## src/rtl/loop_controller_pkg.sv

```systemverilog
// Shared types for the BeeF loop controller and its fetch/datapath neighbours.
// Optional build macro used by the top: LOOP_CTRL_STATS_EN.
package loop_controller_pkg;

    typedef logic [15:0] PROGRAM_COUNTER;

    typedef enum logic [3:0] {
        OP_NOP,
        OP_INC_PTR,
        OP_DEC_PTR,
        OP_INC_DATA,
        OP_DEC_DATA,
        OP_OUTPUT,
        OP_INPUT,
        OP_LOOP_OPEN,
        OP_LOOP_CLOSE,
        OP_HALT
    } op_code;

    typedef enum logic {
        PC_INCREMENTED,
        PC_LOADED
    } PC_SRC;

    typedef enum logic {
        DISABLE,
        ENABLE
    } CONTROL;

    typedef enum logic [1:0] {
        LOOP_RUN,
        LOOP_SCAN,
        LOOP_FAULT
    } loop_state_t;

    localparam int LOOP_STACK_DEPTH = 16;

    // Wraps modulo 2^16 by construction of the return width.
    function automatic PROGRAM_COUNTER pc_next(input PROGRAM_COUNTER p);
        return p + 16'd1;
    endfunction

endpackage

```

## src/rtl/loop_controller_if.sv

```systemverilog
// Fetch-side bundle between fetch_unit and loop_controller.
// master = fetch/datapath side, slave = loop_controller.
interface loop_controller_if;
    import loop_controller_pkg::*;

    op_code         instruction;
    PROGRAM_COUNTER pc;
    logic           data_zero;
    logic           stall;
    PC_SRC          pc_src;
    CONTROL         pc_write;
    PROGRAM_COUNTER pc_loaded;
    logic           exec_en;

    modport master (
        output instruction,
        output pc,
        output data_zero,
        output stall,
        input  pc_src,
        input  pc_write,
        input  pc_loaded,
        input  exec_en
    );

    modport slave (
        input  instruction,
        input  pc,
        input  data_zero,
        input  stall,
        output pc_src,
        output pc_write,
        output pc_loaded,
        output exec_en
    );

endinterface

```

## src/rtl/loop_controller_stack.sv

```systemverilog
// Return-address LIFO for active loops; async reset empties it.
// Overflow/underflow requests are ignored here and flagged by the caller.
module loop_stack #(
    parameter int DEPTH = 16,
    parameter int W     = 16
) (
    input  logic         clk,
    input  logic         reset,
    input  logic         push,
    input  logic         pop,
    input  logic [W-1:0] din,
    output logic [W-1:0] top,
    output logic         full,
    output logic         empty
);

    localparam int AW = (DEPTH > 1) ? $clog2(DEPTH) : 1;
    localparam int CW = $clog2(DEPTH + 1);

    logic [W-1:0]  mem [DEPTH];
    logic [CW-1:0] cnt;
    logic [AW-1:0] wr_idx;
    logic [AW-1:0] tp_idx;

    assign wr_idx = AW'(cnt);
    assign tp_idx = AW'(cnt - CW'(1));
    assign full   = (cnt == CW'(DEPTH));
    assign empty  = (cnt == '0);
    assign top    = mem[tp_idx];

    always_ff @(posedge clk or posedge reset) begin
        if (reset) begin
            cnt <= '0;
        end else if (push && !full) begin
            cnt <= cnt + CW'(1);
        end else if (pop && !empty) begin
            cnt <= cnt - CW'(1);
        end
    end

    // Storage needs no reset: entries above cnt are never read.
    always_ff @(posedge clk) begin
        if (push && !full) begin
            mem[wr_idx] <= din;
        end
    end

endmodule

```

## src/rtl/loop_controller.sv

```systemverilog
// Loop sequencer for BeeF: backward jumps via a return stack, forward scan on zero.
// Define LOOP_CTRL_STATS_EN to add the saturating jump_count output.
module loop_controller
    import loop_controller_pkg::*;
#(
    parameter int STACK_DEPTH = LOOP_STACK_DEPTH,
    parameter int SCAN_W      = 8
) (
    input  logic               clk,
    input  logic               reset,
    loop_controller_if.slave   bus,
`ifdef LOOP_CTRL_STATS_EN
    output logic [15:0]        jump_count,
`endif
    output logic               fault
);

    loop_state_t     state;
    loop_state_t     state_nxt;
    logic [SCAN_W-1:0] depth;
    logic [SCAN_W-1:0] depth_nxt;

    logic            push;
    logic            pop;
    PROGRAM_COUNTER  top;
    logic            full;
    logic            empty;
    logic            is_open;
    logic            is_close;

    assign is_open  = (bus.instruction == OP_LOOP_OPEN);
    assign is_close = (bus.instruction == OP_LOOP_CLOSE);
    assign fault    = (state == LOOP_FAULT);

    loop_stack #(
        .DEPTH (STACK_DEPTH),
        .W     (16)
    ) u_stack (
        .clk   (clk),
        .reset (reset),
        .push  (push),
        .pop   (pop),
        .din   (bus.pc),
        .top   (top),
        .full  (full),
        .empty (empty)
    );

    always_ff @(posedge clk or posedge reset) begin
        if (reset) begin
            state <= LOOP_RUN;
            depth <= '0;
        end else begin
            state <= state_nxt;
            depth <= depth_nxt;
        end
    end

    always_comb begin
        state_nxt     = state;
        depth_nxt     = depth;
        push          = 1'b0;
        pop           = 1'b0;
        bus.pc_src    = PC_INCREMENTED;
        bus.pc_loaded = '0;
        bus.pc_write  = DISABLE;
        bus.exec_en   = 1'b0;

        unique case (state)
            LOOP_RUN: begin
                bus.exec_en = 1'b1;
                if (!bus.stall) begin
                    bus.pc_write = ENABLE;
                    unique case (1'b1)
                        is_open: begin
                            if (bus.data_zero) begin
                                depth_nxt = SCAN_W'(1);
                                state_nxt = LOOP_SCAN;
                            end else if (full) begin
                                state_nxt = LOOP_FAULT;
                            end else begin
                                push = 1'b1;
                            end
                        end
                        is_close: begin
                            // No valid target on an empty stack: just step and fault.
                            if (empty) begin
                                state_nxt = LOOP_FAULT;
                            end else if (!bus.data_zero) begin
                                bus.pc_src    = PC_LOADED;
                                bus.pc_loaded = pc_next(top);
                            end else begin
                                pop = 1'b1;
                            end
                        end
                        default: ;
                    endcase
                end
            end
            LOOP_SCAN: begin
                bus.pc_write = ENABLE;
                unique case (1'b1)
                    is_open: begin
                        if (depth == '1) begin
                            state_nxt = LOOP_FAULT;
                        end else begin
                            depth_nxt = depth + SCAN_W'(1);
                        end
                    end
                    is_close: begin
                        if (depth == SCAN_W'(1)) begin
                            depth_nxt = '0;
                            state_nxt = LOOP_RUN;
                        end else begin
                            depth_nxt = depth - SCAN_W'(1);
                        end
                    end
                    default: ;
                endcase
            end
            LOOP_FAULT: ;
            default: state_nxt = LOOP_FAULT;
        endcase

        // Reset is async, so outputs must go quiet in the same cycle.
        if (reset) begin
            push          = 1'b0;
            pop           = 1'b0;
            bus.pc_src    = PC_INCREMENTED;
            bus.pc_loaded = '0;
            bus.pc_write  = DISABLE;
            bus.exec_en   = 1'b0;
        end
    end

`ifdef LOOP_CTRL_STATS_EN
    logic jump;

    assign jump = (bus.pc_write == ENABLE) && (bus.pc_src == PC_LOADED);

    always_ff @(posedge clk or posedge reset) begin
        if (reset) begin
            jump_count <= '0;
        end else if (jump && (jump_count != '1)) begin
            jump_count <= jump_count + 16'd1;
        end
    end
`endif

endmodule

```

## src/flat_wrapper.sv

```systemverilog
// flat-port wrapper written by rule: the top's interface ports become plain ports
module loop_controller_flat import loop_controller_pkg::*;
#(
    parameter int STACK_DEPTH = LOOP_STACK_DEPTH,
    parameter int SCAN_W      = 8
)
  (clk, reset, fault, bus_instruction, bus_pc, bus_data_zero, bus_stall, bus_pc_src, bus_pc_write, bus_pc_loaded, bus_exec_en);
  loop_controller_if bus_i ();
  input  logic clk;
  input  logic reset;
  output logic fault;
  input wire logic [$bits(bus_i.instruction)-1:0] bus_instruction;
  input wire logic [$bits(bus_i.pc)-1:0] bus_pc;
  input wire logic [$bits(bus_i.data_zero)-1:0] bus_data_zero;
  input wire logic [$bits(bus_i.stall)-1:0] bus_stall;
  output wire logic [$bits(bus_i.pc_src)-1:0] bus_pc_src;
  output wire logic [$bits(bus_i.pc_write)-1:0] bus_pc_write;
  output wire logic [$bits(bus_i.pc_loaded)-1:0] bus_pc_loaded;
  output wire logic [$bits(bus_i.exec_en)-1:0] bus_exec_en;
  assign bus_i.instruction = bus_instruction;
  assign bus_i.pc = bus_pc;
  assign bus_i.data_zero = bus_data_zero;
  assign bus_i.stall = bus_stall;
  assign bus_pc_src = bus_i.pc_src;
  assign bus_pc_write = bus_i.pc_write;
  assign bus_pc_loaded = bus_i.pc_loaded;
  assign bus_exec_en = bus_i.exec_en;
  loop_controller #(.STACK_DEPTH(STACK_DEPTH), .SCAN_W(SCAN_W)) u_core (.clk(clk), .reset(reset), .bus(bus_i), .fault(fault));
endmodule
```

## config.mk

```make
export PLATFORM = sky130hd
export DESIGN_NAME = loop_controller_flat
export DESIGN_NICKNAME = d
export VERILOG_FILES = /design/src/rtl/loop_controller_pkg.sv /design/src/rtl/loop_controller_if.sv /design/src/rtl/loop_controller_stack.sv /design/src/rtl/loop_controller.sv /design/src/flat_wrapper.sv
export SDC_FILE = /design/constraint.sdc
export NUM_CORES = 1
export LEC_CHECK = 0
export ABC_AREA = 1
export CORE_MARGIN = 1
export CORE_UTILIZATION = 50
export CTS_BUF_LIST = sky130_fd_sc_hd__clkbuf_4 sky130_fd_sc_hd__clkbuf_8 sky130_fd_sc_hd__clkbuf_16
export DETAILED_ROUTE_END_ITERATION = 10
export PLACE_DENSITY = 0.67
export SLEW_MARGIN = 20
export SYNTH_ARGS = -nofsm -noshare
export SYNTH_HDL_FRONTEND = slang
export SYNTH_SLANG_ARGS = --single-unit
export TNS_END_PERCENT = 30
```

## constraint.sdc

```tcl
create_clock -name clk -period 8.5 [get_ports clk]
set_input_delay 0.85 -clock clk [delete_from_list [all_inputs] [get_ports clk]]
set_output_delay 0.85 -clock clk [all_outputs]
set_load 0.1 [all_outputs]
```

==> run_results.csv <==
group,metric,value,unit
floorplanning,rows,56,
timing,fin_crit_sh,79.55,%
routing,met3_length,2209,µm
setup_path,cp_slowest_cell,"clkdlybuf4s50_1",
clocking,hold_buffers,0,
clocking,cts_resized,0,
setup_path,crit_type,"flop to primary output",
yosys,syn_area_per_cell,10.90,µm²
yosys,synth_fp_nets,1145,
routing,met1_length,12890,µm
pwr,switchingPower,513.3,µW
yosys,synthCells,1112,
timing,finalHoldViolations,0,
yosys,ys_ff_latch,271,
yosys,synth_flop_cell,"edfxtp_1",
timing,relSlewSlack,34.13,%
timing,rsz0062_at_grt,"false",
setup_path,reg2reg_depth,8,
setup_path,cp_cell_sequence,"inv_6, ha_1, inv_1, nand2_2, nand2_2, buf_4, clkinv_2, nand3_1, nand3_1, nand2_2, inv_1, ha_1, inv_1, nor2_4, nand2_1, nor2_4, a21oi_1, o21ai_0, inv_1, clkdlybuf4s50_1",
pwr,seqPwrFrac,54.8,%
yosys,async_flop_share,5.535,%
yosys,ys_types,39,
setup_path,cp-start-kind,"flop",
routing,vias_per_cell,5.583,
yosys,synth_edf_count,256,
clocking,ctsHtreeMaxLevel,1,
setup_path,cp.required,7650,ps
timing,setup_tns,0,ps
pwr,comb_power_share,1.3,%
setup_path,r2r_start,"u_core.u_stack.cnt[0]$_DFFE_PP0P_",
finish,nets,1183,
setup_path,rrSetupSlack,4760,ps
min_path,min_from,"u_core.u_stack.cnt[4]$_DFFE_PP0P_",
timing,maxSlewViolCount,0,
yosys,synth.most_common_cell,"nand2_1",
routing,drc_errors,0,
setup_path,rr_endpoint,"u_core.u_stack.mem[15][3]$_DFFE_PP_",
finish,diodes,0,
routing,vias,8313,
global_routing,grt_max_degree,84,
yosys,synth_area_leaders,"edfxtp_1 (63%), nand2_1 (10%), nand3_1 (9.4%)",
yosys,synth_top_area_share,63.41,%
floorplanning,core,0.02361,mm²
setup_path,cp-end-kind,"primary output",
pwr,clkPwrFrac,43.9,%
yosys,synth-warning-count,0,
min_path,holdPathStages,2,
routing,top_layer_used,"met4",
yosys,yosysSeqAreaShare,66.50,%
floorplanning,ioPinCount,44,
pwr,leakage,4.929,nW
routing,ant_nets,0,
timing,tightest_slew,984.9,ps
clocking,numClockSinks,271,
place,place.gp.congestion,0.8791,
floorplanning,dieHeight,157.7,µm
clocking,clock_path_buffers,3,
floorplanning,die_x,157.7,µm
job,maxCapViolCount,0,
routing,wire_per_inst,19.65,µm
setup_path,crit_fanout,54,
clocking,root_buffer,"clkbuf_16",
pwr,sw_frac_of_total,19.26,%
finish,drive_gt1_share,9.915,%
place,placed_cells,1439,
routing,first_pass_iters,5,
pwr,power.density,195.5,mW/mm²
timing,period_needed,6762,ps
pwr,peakVddDrop,148.0,µV
clocking,cts-buffers-inserted,28,
clocking,tritoncts,"yes",
timing,setup_viol,0,
min_path,hold_path_end,"u_core.u_stack.cnt[4]$_DFFE_PP0P_",
routing,wl,29260,µm
routing,drt_first_iter_violations,975,
pwr,internal_power,2.151,mW
place,hpwl,16730,µm
setup_path,crit_top_cell,"inv_1",
floorplanning,initial_utilization,51.35,%
setup_path,startpoint,"u_core.u_stack.cnt[0]$_DFFE_PP0P_",
global_routing,overflow,0,
global_routing,grt_antenna_before_repair,0,
place,port_buffers,43,
global_routing,grtUsageTotal,24.05,%
setup_path,cp.arrival,5910,ps
setup_path,max_stage_delay,1130,ps
timing,finClkSkew,26.64,ps
clocking,post_cts_buffers,0,
finish,instances_no_fill,1489,
finish,area_growth,12.39,%
floorplanning,dieArea,0.02488,mm²
yosys,ys_top_cells_by_count,"nand2_1 (324), edfxtp_1 (256), nand3_1 (227)",
routing,wl_met2,13250,µm
yosys,syn_area,0.01212,mm²
run_status,outcome,"completed",
global_routing,grt_pass1_wl,44240,µm
yosys,synth.largest_area_cell,"edfxtp_1",
timing,max_clock_freq,147.9,MHz
clocking,clk_pin_slew,60,ps
global_routing,grt_pass1_vias,7641,
clocking,clk_latency,560,ps
min_path,hold_path.class,"flop to flop",
-- cell families after synthesis --
logic type	synth area share (%)
DFF	66.50
buffers and inverters	4.943
adders and majority gates	0.9288
xor gates and xnor gates	0.6502
AOI/OAI and AO/OA	2.787
and+or+nand+nor	24.19
-- critical path, delay by kind of cell (launching register included) --
kind	cells	cell delay, ps
buffers and inverters	8	2760
AND/OR/NAND/NOR	8	840
flip-flops	1	830
adder cells (fa/ha/maj)	2	530
AO/OA/AOI/OAI	2	350
-- area by class of cell --
type | count | area, µm²
Sequential cell | 271 | 8066
Timing Repair Buffer | 64 | 588.1
Tap cell | 319 | 399.1
Inverter | 50 | 193.9
Clock inverter | 16 | 128.9
Multi-Input combinational cell | 735 | 3505
Clock buffer | 34 | 745.7
Fill cell | 1995 | 9986
-- layer usage --
layer / GRT usage (%) / vias to the layer above
li1: - / 3959
met2: 37.53 / 344
met3: 3.285 / 65
met1: 34.88 / 3945
met4: 7.767 / 0
met5: 0 / -
-- flip-flops by register name, summed over array words and instances, names as in the netlist --
name,cells
u_core.depth,8
u_core.u_stack.mem,256
u_core.state,2
u_core.u_stack.cnt,5
-- worst max path at each step --
| stage | to | slack [ps] | cells after the start |
|---|---|---|---|
| final | bus_pc_loaded[8] | 1740 | 20 |
| after CTS | bus_pc_loaded[8] | 1780 | 20 |
| after detailed placement | bus_pc_loaded[8] | 2420 | 20 |
| after floorplan | bus_pc_loaded[2] | 3110 | 18 |
| after global routing | bus_pc_loaded[8] | 1370 | 20 |
| after global placement | bus_pc_loaded[8] | 2500 | 20 |
-- cells in the final DEF, fill, tap and decap left out, types with 7 or more instances in the layout --
cell type and instances:
inv_1 44, nor3_1 9, clkinv_1 10, clkbuf_16 28, nor2_2 18, nand3_1 227, ha_1 8, o21ai_0 22
edfxtp_1 256, nand2_2 13, a21oi_1 25, buf_4 21, nand4_1 7, xor2_1 8, nor2_1 39, nand2_1 324
clkdlybuf4s50_1 43, nor2_4 7, dfrtp_1 14
-- power groups by stage --
stage / combinational, mW / clock, mW / sequential [mW]
global route: 0.0374 / 1.23 / 1.46
floorplan: 0.00585 / 0 / 1.49
global placement: 0.0330 / 0 / 1.49
detailed placement: 0.0337 / 0 / 1.49
finish: 0.0335 / 1.17 / 1.46
CTS: 0.0339 / 1.18 / 1.46
-- stage by stage --
stage	worst slack (ps)	utilization (%)	instance area (µm²)	power, mW	hold slack (ps)
final	1738	57.71	13630	2.665	508.0
after global routing	1375	57.71	13630	2.729	533.2
after CTS	1780	57.71	13630	2.675	505.3
after detailed placement	2419	54.01	12750	1.522	491.5
after global placement	2501	54.01	12750	1.522	483.4
after floorplan	3113	-	12120	1.495	462.6
No activity file was read; power rests on OpenSTA's default activity.
